File: config.mk
export PLATFORM = sky130hd
export DESIGN_NAME = inv_sqrt_out_buffer_flat
export DESIGN_NICKNAME = d
export VERILOG_FILES = /design/src/rtl/inv_sqrt_pkg.sv /design/src/rtl/inv_sqrt_out_buffer_if.sv /design/src/rtl/inv_sqrt_fifo_mem.sv /design/src/rtl/inv_sqrt_out_buffer.sv /design/src/flat_wrapper.sv
export SDC_FILE = /design/constraint.sdc
export NUM_CORES = 1
export LEC_CHECK = 0
export BUFFER_PORTS_ARGS = -buffer_cell sky130_fd_sc_hd__buf_2
export CAP_MARGIN = 30
export CORE_ASPECT_RATIO = 1.75
export CORE_MARGIN = 3
export CORE_UTILIZATION = 64
export CTS_BUF_LIST = sky130_fd_sc_hd__clkbuf_4
export DETAILED_ROUTE_END_ITERATION = 8
export PLACE_DENSITY = 0.87
export SYNTH_ARGS = -nofsm -noshare
export SYNTH_HDL_FRONTEND = slang
export SYNTH_SLANG_ARGS = --single-unit
File: constraint.sdc
create_clock -name clk -period 5.78 [get_ports clk]
set_input_delay 0.578 -clock clk [delete_from_list [all_inputs] [get_ports clk]]
set_output_delay 0.578 -clock clk [all_outputs]
set_load 0.02 [all_outputs]
File: src/rtl/inv_sqrt_pkg.sv
// Shared types for the inverse-square-root datapath and its output collector.
// Entry layout is {sample index, IEEE-754 result}.
package inv_sqrt_pkg;

    localparam int FP_W      = 32;
    localparam int IDX_W_DEF = 10;

    typedef struct packed {
        logic [IDX_W_DEF-1:0] index;
        logic [FP_W-1:0]      data;
    } entry_t;

endpackage

File: src/rtl/inv_sqrt_out_buffer_if.sv
// Result-ingest and consumer-handshake bundle of the output collector.
// The slave side is the buffer; the master side is the core/consumer environment.
interface inv_sqrt_out_buffer_if #(
    parameter int DEPTH = 16,
    parameter int WIDTH = 32,
    parameter int IDX_W = 10,
    parameter int CNT_W = 16
);
    localparam int LVL_W = $clog2(DEPTH) + 1;

    logic             Clear;
    logic [WIDTH-1:0] DataIn;
    logic             DataInValid;
    logic [WIDTH-1:0] DataOut;
    logic [IDX_W-1:0] IndexOut;
    logic             OutValid;
    logic             OutReady;
    logic [LVL_W-1:0] Level;
    logic             Full;
    logic             Empty;
    logic             Overflow;
    logic [CNT_W-1:0] DropCount;

    modport master (
        output Clear, DataIn, DataInValid, OutReady,
        input  DataOut, IndexOut, OutValid, Level, Full, Empty, Overflow, DropCount
    );

    modport slave (
        input  Clear, DataIn, DataInValid, OutReady,
        output DataOut, IndexOut, OutValid, Level, Full, Empty, Overflow, DropCount
    );

endinterface

File: src/rtl/inv_sqrt_fifo_mem.sv
// Simple dual-port register array: synchronous write, asynchronous read.
// Storage only; no reset, occupancy is tracked by the caller.
module inv_sqrt_fifo_mem #(
    parameter int DEPTH = 16,
    parameter int W     = 42
) (
    input  logic                     clk,
    input  logic                     we,
    input  logic [$clog2(DEPTH)-1:0] waddr,
    input  logic [W-1:0]             wdat,
    input  logic [$clog2(DEPTH)-1:0] raddr,
    output logic [W-1:0]             rdat
);

    logic [W-1:0] mem_q [DEPTH];

    always_ff @(posedge clk) begin
        if (we) begin
            mem_q[waddr] <= wdat;
        end
    end

    assign rdat = mem_q[raddr];

endmodule

File: src/rtl/inv_sqrt_out_buffer.sv
// FWFT collector for InvertSQRoot results, tagging each with its sample index.
// Never stalls the core: results arriving while full are dropped and counted.
module inv_sqrt_out_buffer
    import inv_sqrt_pkg::*;
#(
    parameter int DEPTH = 16,
    parameter int WIDTH = FP_W,
    parameter int IDX_W = IDX_W_DEF,
    parameter int CNT_W = 16
) (
    input logic                  clk,
    input logic                  rst,
    inv_sqrt_out_buffer_if.slave bus
);

    localparam int PTR_W = $clog2(DEPTH);
    localparam int LVL_W = PTR_W + 1;
    localparam int ENT_W = IDX_W + WIDTH;
    localparam logic [LVL_W-1:0] LVL_FULL = LVL_W'(DEPTH);

    logic [PTR_W-1:0] wr_ptr_q, wr_ptr_d;
    logic [PTR_W-1:0] rd_ptr_q, rd_ptr_d;
    logic [LVL_W-1:0] level_q, level_d;
    logic [IDX_W-1:0] idx_q, idx_d;
    logic             ovf_q, ovf_d;
    logic [CNT_W-1:0] drop_cnt_q, drop_cnt_d;

    logic             full, empty, push, pop, drop, wr_en;
    logic [ENT_W-1:0] rd_entry;

    always_comb begin
        full  = (level_q == LVL_FULL);
        empty = (level_q == '0);
        pop   = !empty && bus.OutReady;
        // A pop in the same cycle frees the slot, so a full FIFO still accepts.
        push  = bus.DataInValid && (!full || pop);
        drop  = bus.DataInValid && full && !pop;

        wr_ptr_d = wr_ptr_q + PTR_W'(push);
        rd_ptr_d = rd_ptr_q + PTR_W'(pop);

        level_d = level_q;
        case ({push, pop})
            2'b10:   level_d = level_q + LVL_W'(1);
            2'b01:   level_d = level_q - LVL_W'(1);
            default: level_d = level_q;
        endcase

        idx_d = idx_q + IDX_W'(bus.DataInValid);
        ovf_d = ovf_q | drop;

        drop_cnt_d = drop_cnt_q;
        if (drop && (drop_cnt_q != '1)) begin
            drop_cnt_d = drop_cnt_q + CNT_W'(1);
        end
    end

    always_ff @(posedge clk) begin
        if (!rst || bus.Clear) begin
            wr_ptr_q   <= '0;
            rd_ptr_q   <= '0;
            level_q    <= '0;
            idx_q      <= '0;
            ovf_q      <= 1'b0;
            drop_cnt_q <= '0;
        end else begin
            wr_ptr_q   <= wr_ptr_d;
            rd_ptr_q   <= rd_ptr_d;
            level_q    <= level_d;
            idx_q      <= idx_d;
            ovf_q      <= ovf_d;
            drop_cnt_q <= drop_cnt_d;
        end
    end

    // Writes during reset/Clear are suppressed so flushed entries never reappear.
    assign wr_en = push && rst && !bus.Clear;

    inv_sqrt_fifo_mem #(
        .DEPTH (DEPTH),
        .W     (ENT_W)
    ) u_mem (
        .clk   (clk),
        .we    (wr_en),
        .waddr (wr_ptr_q),
        .wdat  ({idx_q, bus.DataIn}),
        .raddr (rd_ptr_q),
        .rdat  (rd_entry)
    );

    assign bus.DataOut   = rd_entry[WIDTH-1:0];
    assign bus.IndexOut  = rd_entry[ENT_W-1:WIDTH];
    assign bus.OutValid  = !empty;
    assign bus.Level     = level_q;
    assign bus.Full      = full;
    assign bus.Empty     = empty;
    assign bus.Overflow  = ovf_q;
    assign bus.DropCount = drop_cnt_q;

endmodule

File: src/flat_wrapper.sv
// flat-port wrapper written by rule: the top's interface ports become plain ports
module inv_sqrt_out_buffer_flat import inv_sqrt_pkg::*;
#(
    parameter int DEPTH = 16,
    parameter int WIDTH = FP_W,
    parameter int IDX_W = IDX_W_DEF,
    parameter int CNT_W = 16
)
  (clk, rst, bus_Clear, bus_DataIn, bus_DataInValid, bus_OutReady, bus_DataOut, bus_IndexOut, bus_OutValid, bus_Level, bus_Full, bus_Empty, bus_Overflow, bus_DropCount);
  inv_sqrt_out_buffer_if #(.DEPTH(DEPTH), .WIDTH(WIDTH), .IDX_W(IDX_W), .CNT_W(CNT_W)) bus_i ();
  input logic clk;
  input logic rst;
  input wire logic [$bits(bus_i.Clear)-1:0] bus_Clear;
  input wire logic [$bits(bus_i.DataIn)-1:0] bus_DataIn;
  input wire logic [$bits(bus_i.DataInValid)-1:0] bus_DataInValid;
  input wire logic [$bits(bus_i.OutReady)-1:0] bus_OutReady;
  output wire logic [$bits(bus_i.DataOut)-1:0] bus_DataOut;
  output wire logic [$bits(bus_i.IndexOut)-1:0] bus_IndexOut;
  output wire logic [$bits(bus_i.OutValid)-1:0] bus_OutValid;
  output wire logic [$bits(bus_i.Level)-1:0] bus_Level;
  output wire logic [$bits(bus_i.Full)-1:0] bus_Full;
  output wire logic [$bits(bus_i.Empty)-1:0] bus_Empty;
  output wire logic [$bits(bus_i.Overflow)-1:0] bus_Overflow;
  output wire logic [$bits(bus_i.DropCount)-1:0] bus_DropCount;
  assign bus_i.Clear = bus_Clear;
  assign bus_i.DataIn = bus_DataIn;
  assign bus_i.DataInValid = bus_DataInValid;
  assign bus_i.OutReady = bus_OutReady;
  assign bus_DataOut = bus_i.DataOut;
  assign bus_IndexOut = bus_i.IndexOut;
  assign bus_OutValid = bus_i.OutValid;
  assign bus_Level = bus_i.Level;
  assign bus_Full = bus_i.Full;
  assign bus_Empty = bus_i.Empty;
  assign bus_Overflow = bus_i.Overflow;
  assign bus_DropCount = bus_i.DropCount;
  inv_sqrt_out_buffer #(.DEPTH(DEPTH), .WIDTH(WIDTH), .IDX_W(IDX_W), .CNT_W(CNT_W)) u_core (.clk(clk), .rst(rst), .bus(bus_i));
endmodule
# [Word level (Yosys, flattened, before mapping)]
# Memories as Yosys holds them, arrays and structs flattened. A register that Yosys moved wholly into a read port is not among the register bits.
# Cells that the tools add are included.
[totals] ram_bits=672 word_cells=38 mem_count=1 inputBits=37 register_bits=40
[classes] reduce_logical=16 bitwise_logic=1 eq_ne=4 addsub=6 muxes=4
[mem_list] name="u_core.u_mem.mem_q" depth=16 word_bits=42 read_ports=1 rd_clocked_by_memory_dff=1 write_ports=1 line="inv_sqrt_fifo_mem.sv:15" rtl="logic [W-1:0] mem_q [DEPTH];"
[ops] cell="$add A16 B1 Y16 const B" count=1
[ops] cell="$ne A16 B16 Y1 const B" count=1
[ops] cell="$add A10 B1 Y10" count=1
[ops] cell="$pmux W5 S2" count=1
[ops] cell="$add A4 B1 Y4" count=2
[ops] cell="$logic_and A1 B1 Y1" count=7
[ops] cell="$add A5 B1 Y5 const B" count=1
[ops] cell="$eq A5 B5 Y1 const B" count=1
[ops] cell="$logic_not A1 Y1" count=5
[ops] cell="$logic_not A5 Y1" count=1
[ops] cell="$sub A5 B1 Y5 const B" count=1
[ops] cell="$mux W4" count=1
[ops] cell="$eq A2 B1 Y1 const B" count=1
[ops] cell="$eq A2 B2 Y1 const B" count=1
[ops] cell="$logic_or A1 B1 Y1" count=2
[ops] cell="$mux W1" count=2
[ops] cell="$reduce_bool A2 Y1" count=1
[ops] cell="$or A1 B1 Y1" count=1

# [Depth between registers and ports, before layout]
[logic_depth] depth_word=9 mapped_depth=8 mapped_depth_nobuf=7

# [By module]
# A second synthesis with hierarchy kept.
[unflattened] cells_unflattened=1267 hier_area_um2=27224.9
[modules_own_cells] module="inv_sqrt_fifo_mem" cells_each=1050 area_each_um2=25215.4 seq_area_each_um2=20179.4 instances=1
[modules_own_cells] module="inv_sqrt_out_buffer" cells_each=217 area_each_um2=2009.4 seq_area_each_um2=800.8 instances=1

# [Least setup slack after synthesis]
# Ideal clock, no wire load.
[synth_path] kind="register to register" from="register u_core.level_q[0], in the netlist u_core.bus.Level[0]" to="memory u_core.u_mem.mem_q[0][0] (enable)" slack_ns=0.715 t_required_ns=5.286 arrival_ns=4.572 setup_time_ns=0.494 stages_incl_launch_ff=6 path_cell_list="dfxtp_1 > or4_1 > buf_2 > o31a_2 > or4b_2 > nor3_1"
[synth_between] elab_chain_len=9
[synth_rtl] item="from (decl)" line="inv_sqrt_out_buffer.sv:23" rtl="logic [LVL_W-1:0] level_q, level_d;"
[synth_rtl] item="from (signal assigned)" line="inv_sqrt_out_buffer.sv:69" rtl="level_q <= level_d;"
[synth_rtl] item="$logic_not A5 Y1" line="inv_sqrt_out_buffer.sv:33" rtl="empty = (level_q == '0);"
[synth_rtl] item="$logic_not A1 Y1" line="inv_sqrt_out_buffer.sv:34" rtl="pop = !empty && bus.OutReady;"
[synth_rtl] item="$logic_and A1 B1 Y1" line="inv_sqrt_out_buffer.sv:34"
[synth_rtl] item="$logic_or A1 B1 Y1 (*)" line="inv_sqrt_out_buffer.sv:36" rtl="push = bus.DataInValid && (!full || pop);"
[synth_rtl] item="$logic_and A1 B1 Y1 (*)" line="inv_sqrt_out_buffer.sv:36"
[synth_rtl] item="$logic_and A1 B1 Y1 (*) (2 in series)" line="inv_sqrt_out_buffer.sv:77" rtl="assign wr_en = push && rst && !bus.Clear;"
[synth_rtl] item="$mux W1 (*)" line="inv_sqrt_fifo_mem.sv:18" rtl="if (we) begin"
[synth_rtl] item="$mux W1 (implied by the code) (*)" line="inv_sqrt_fifo_mem.sv:19" rtl="mem_q[waddr] <= wdat;"
[synth_rtl] item="to (decl)" line="inv_sqrt_fifo_mem.sv:15"
# Mark *: on every way between the ends. The rest lies on a longest branch, timed or not.

==> out/results.ini <==
[critical_path]
crit_family = multiplexers
path_cells = buf_4, mux4_2, mux4_2, buf_2
cpMostUsedCell = mux4_2
critical_path.max_fanout = 32
path_class = reg -> out
slowest_delay_ps = 790
start_kind = flop
crit_buf_inv = 2
cp_data_arrival_time_ps = 3630
crit_path_end_kind = output pin
critPathRequiredTime_ps = 5200
cp_slowest_cell = dfxtp_4

[floorplanning]
die_y_um = 279
ios = 104
start_util_pct = 65.2
die_w_um = 162
core-area_um2 = 41900
rows = 99
die-area_um2 = 45200

[clocking]
ctsHoldBuffers = 0
postCtsSetupBuffers = 0
cts_made_buffers = 151
clockBufferDepth = 3
h-tree-depth = 4
insertion_delay_ps = 870
cts_root_buf = clkbuf_4
cts_tree = done
clk_pin_slew_ps = 80
cts_num_sinks = 712
cts.repair.resized = 0

[outcome]
status = finished clean

[placed_design]
io_buffers = 103
place.gp.congestion = 0.777
post-place-ws_ps = 2180
dp_hpwl_mm = 34.4

[global_route]
grt_util_all_layers_pct = 29.3
antenna_found_initial = 6
first_global_vias = 14800
grt_first_pass_wirelength_mm = 95.2
grt_max_degree = 74
grt_overflow_total = 0

[run]
cap_violations = 0

[sta]
finClkSkew_ps = 46.6
max_slew_margin_pct = 38.8
worst_slew_pin_slew_ps = 915
fin_crit_sh_pct = 72.7
timing.final.ws_setup_ps = 1580
setup_tns_ps = 0
drv_slew = 0
fin_crit_ps = 4200
fmax_ghz = 0.238
rsz0062_at_grt = false
hold_violations = 0
setup_viol = 0

[synthesis]
synthesis.area_um2 = 27300
synth_common_cells = edfxtp_1, mux4_2, dfxtp_1
syn_avg_cell_area_um2 = 23.1
yosysWarnings = 0
synthArstFlopShare_pct = 0
syn-num-nets = 1230
synth.area.top_cells = edfxtp_1, mux4_2, dfxtp_1
ys.flop_type = edfxtp_1
synth_top_cell_area_share_pct = 74.0
synth-seq-cells = 712
synth_area_leader_cell = edfxtp_1
synth-seq-area-share_pct = 76.9
synth_edf_count = 672
postSynthCellCount = 1182
synth.distinct_cells = 46
yosysMostFrequentCell = edfxtp_1

[detailed_routing]
drtIter0Drc = 1646
post_drt_wl_per_cell_um = 30.8
dr_wl_met3_mm = 5.26
dr_wl_met2_mm = 34.8
wl_met1_mm = 21.8
vias = 14100
drtPass1Iterations = 5
drt-total-wl_mm = 64.1
vias_per_cell = 6.75
remaining_drc_errors = 0
drtAntennaViolNets = 0
top_layer = met4

[power]
ir_worst_vdd_mv = 0.185
pwr-share-seq_pct = 58.6
power_leakage_nw = 9.63
p_per_area_nw_per_um2 = 314
swShare_pct = 21.1
fin_total_pwr_mw = 9.63
intPower_mw = 7.59
comb_power_share_pct = 2.4
p_clk_share_pct = 39.1
p_sw_mw = 2.04

[finish]
final_nets = 1466
syn_to_final_growth_pct = 12.5
drive_gt1_share_pct = 39.8
n_fill_cell = 2270

[min_path]
hp-class = in -> reg

registers in the layout (all words and copies together) (netlist names):
signal,cells
u_core.bus.Level,5
u_core.rd_ptr_q,4
u_core.u_mem.mem_q,672
u_core.bus.Overflow,1
u_core.idx_q,10
u_core.wr_ptr_q,4
u_core.bus.DropCount,16
power by group through the flow:
stage	Clock, mW	Combinational (mW)	Sequential [mW]
4_1_cts	3.83	0.228	5.64
6_report	3.76	0.227	5.64
2_1_floorplan	0	0.127	5.75
3_5_place_dp	0	0.225	5.75
5_1_grt	4.05	0.244	5.64
3_3_place_gp	0	0.213	5.75
per-stage QoR:
stage | cell area, um2 | utilization [%] | hold WS [ps] | std cells
6_report | 30700 | 73.3 | 89.0 | 2083
5_1_grt | 30700 | 73.3 | 28.6 | 2080
4_1_cts | 30700 | 73.3 | 18.9 | 2077
3_5_place_dp | 28800 | 68.7 | 470 | 1820
3_3_place_gp | 28600 | 68.4 | 454 | 1813
2_1_floorplan | 27300 | - | 546 | 1182
placed cells by master (no fill, tap or decap), types with 3 or more instances in the layout:
cell type,synthesis,final
nor2_1,31,19
mux4_2,210,210
nand3_1,15,15
buf_12,0,5
xor2_1,9,9
buf_2,19,103
nand2b_1,7,7
ha_1,10,10
and3_1,3,3
or4_1,11,11
buf_16,0,4
inv_1,5,5
nand4_1,8,8
and2_1,7,7
bufinv_16,0,5
clkinv_2,0,12
buf_4,2,28
xnor2_1,4,4
inv_2,0,3
nand4b_1,3,3
nor3_1,8,4
o21ai_0,4,4
dfxtp_1,40,36
diode_2,0,6
clkinv_1,0,28
o31ai_1,9,9
nor3_2,0,4
mux2i_1,7,7
nor2_4,0,12
clkbuf_4,0,205
dfxtp_4,0,3
a21oi_1,16,16
nand2_1,17,17
nor4_1,3,3
edfxtp_1,672,672
and4_1,3,3
routing by layer:
| metal | global-route usage (%) | vias up |
|---|---|---|
| li1 | - | 5610 |
| met1 | 37.0 | 7354 |
| met2 | 49.7 | 936 |
| met3 | 6.64 | 154 |
| met4 | 12.2 | 0 |
| met5 | 0 | - |
cells by family (layout without fill, tap and decap cells):
family | after synthesis | after routing | share of synthesized area (%)
AND/OR/NAND/NOR | 128 | 128 | 2.63
other | 0 | 6 | 0
XOR/XNOR | 13 | 13 | 0.417
AO/OA/AOI/OAI | 38 | 38 | 0.885
adder cells (fa/ha/maj) | 11 | 11 | 0.532
multiplexers | 217 | 217 | 17.6
buffers and inverters | 63 | 403 | 1.04
flip-flops | 712 | 712 | 76.9
final timing paths:
| kind | startpoint | to | slack, ps | cells past startpoint |
|---|---|---|---|---|
| setup / recovery | u_core.rd_ptr_q[0] | bus_DataOut[24] | 1580 | 4 |
| hold / removal | bus_DataIn[16] | u_core.u_mem.mem_q[7][16] | 90 | 1 |
| setup reg to reg | u_core.bus.Level[0] | u_core.u_mem.mem_q[12][30] | 2330 | 5 |
| hold reg to reg | u_core.bus.Overflow | u_core.bus.Overflow | 480 | 2 |
final cells by class:
type / count / area, um2 / area share (%)
Sequential cell: 712 / 21000 / 68.4
Multi-Input combinational cell: 407 / 6130 / 20.0
Clock buffer: 205 / 1540 / 5.01
Timing Repair Buffer: 141 / 947 / 3.09
Tap cell: 555 / 694 / 2.26
Clock inverter: 52 / 359 / 1.17
Inverter: 5 / 18.8 / 0.0611
Antenna cell: 6 / 15.0 / 0.0489
No activity file was read; power rests on OpenSTA's default activity.
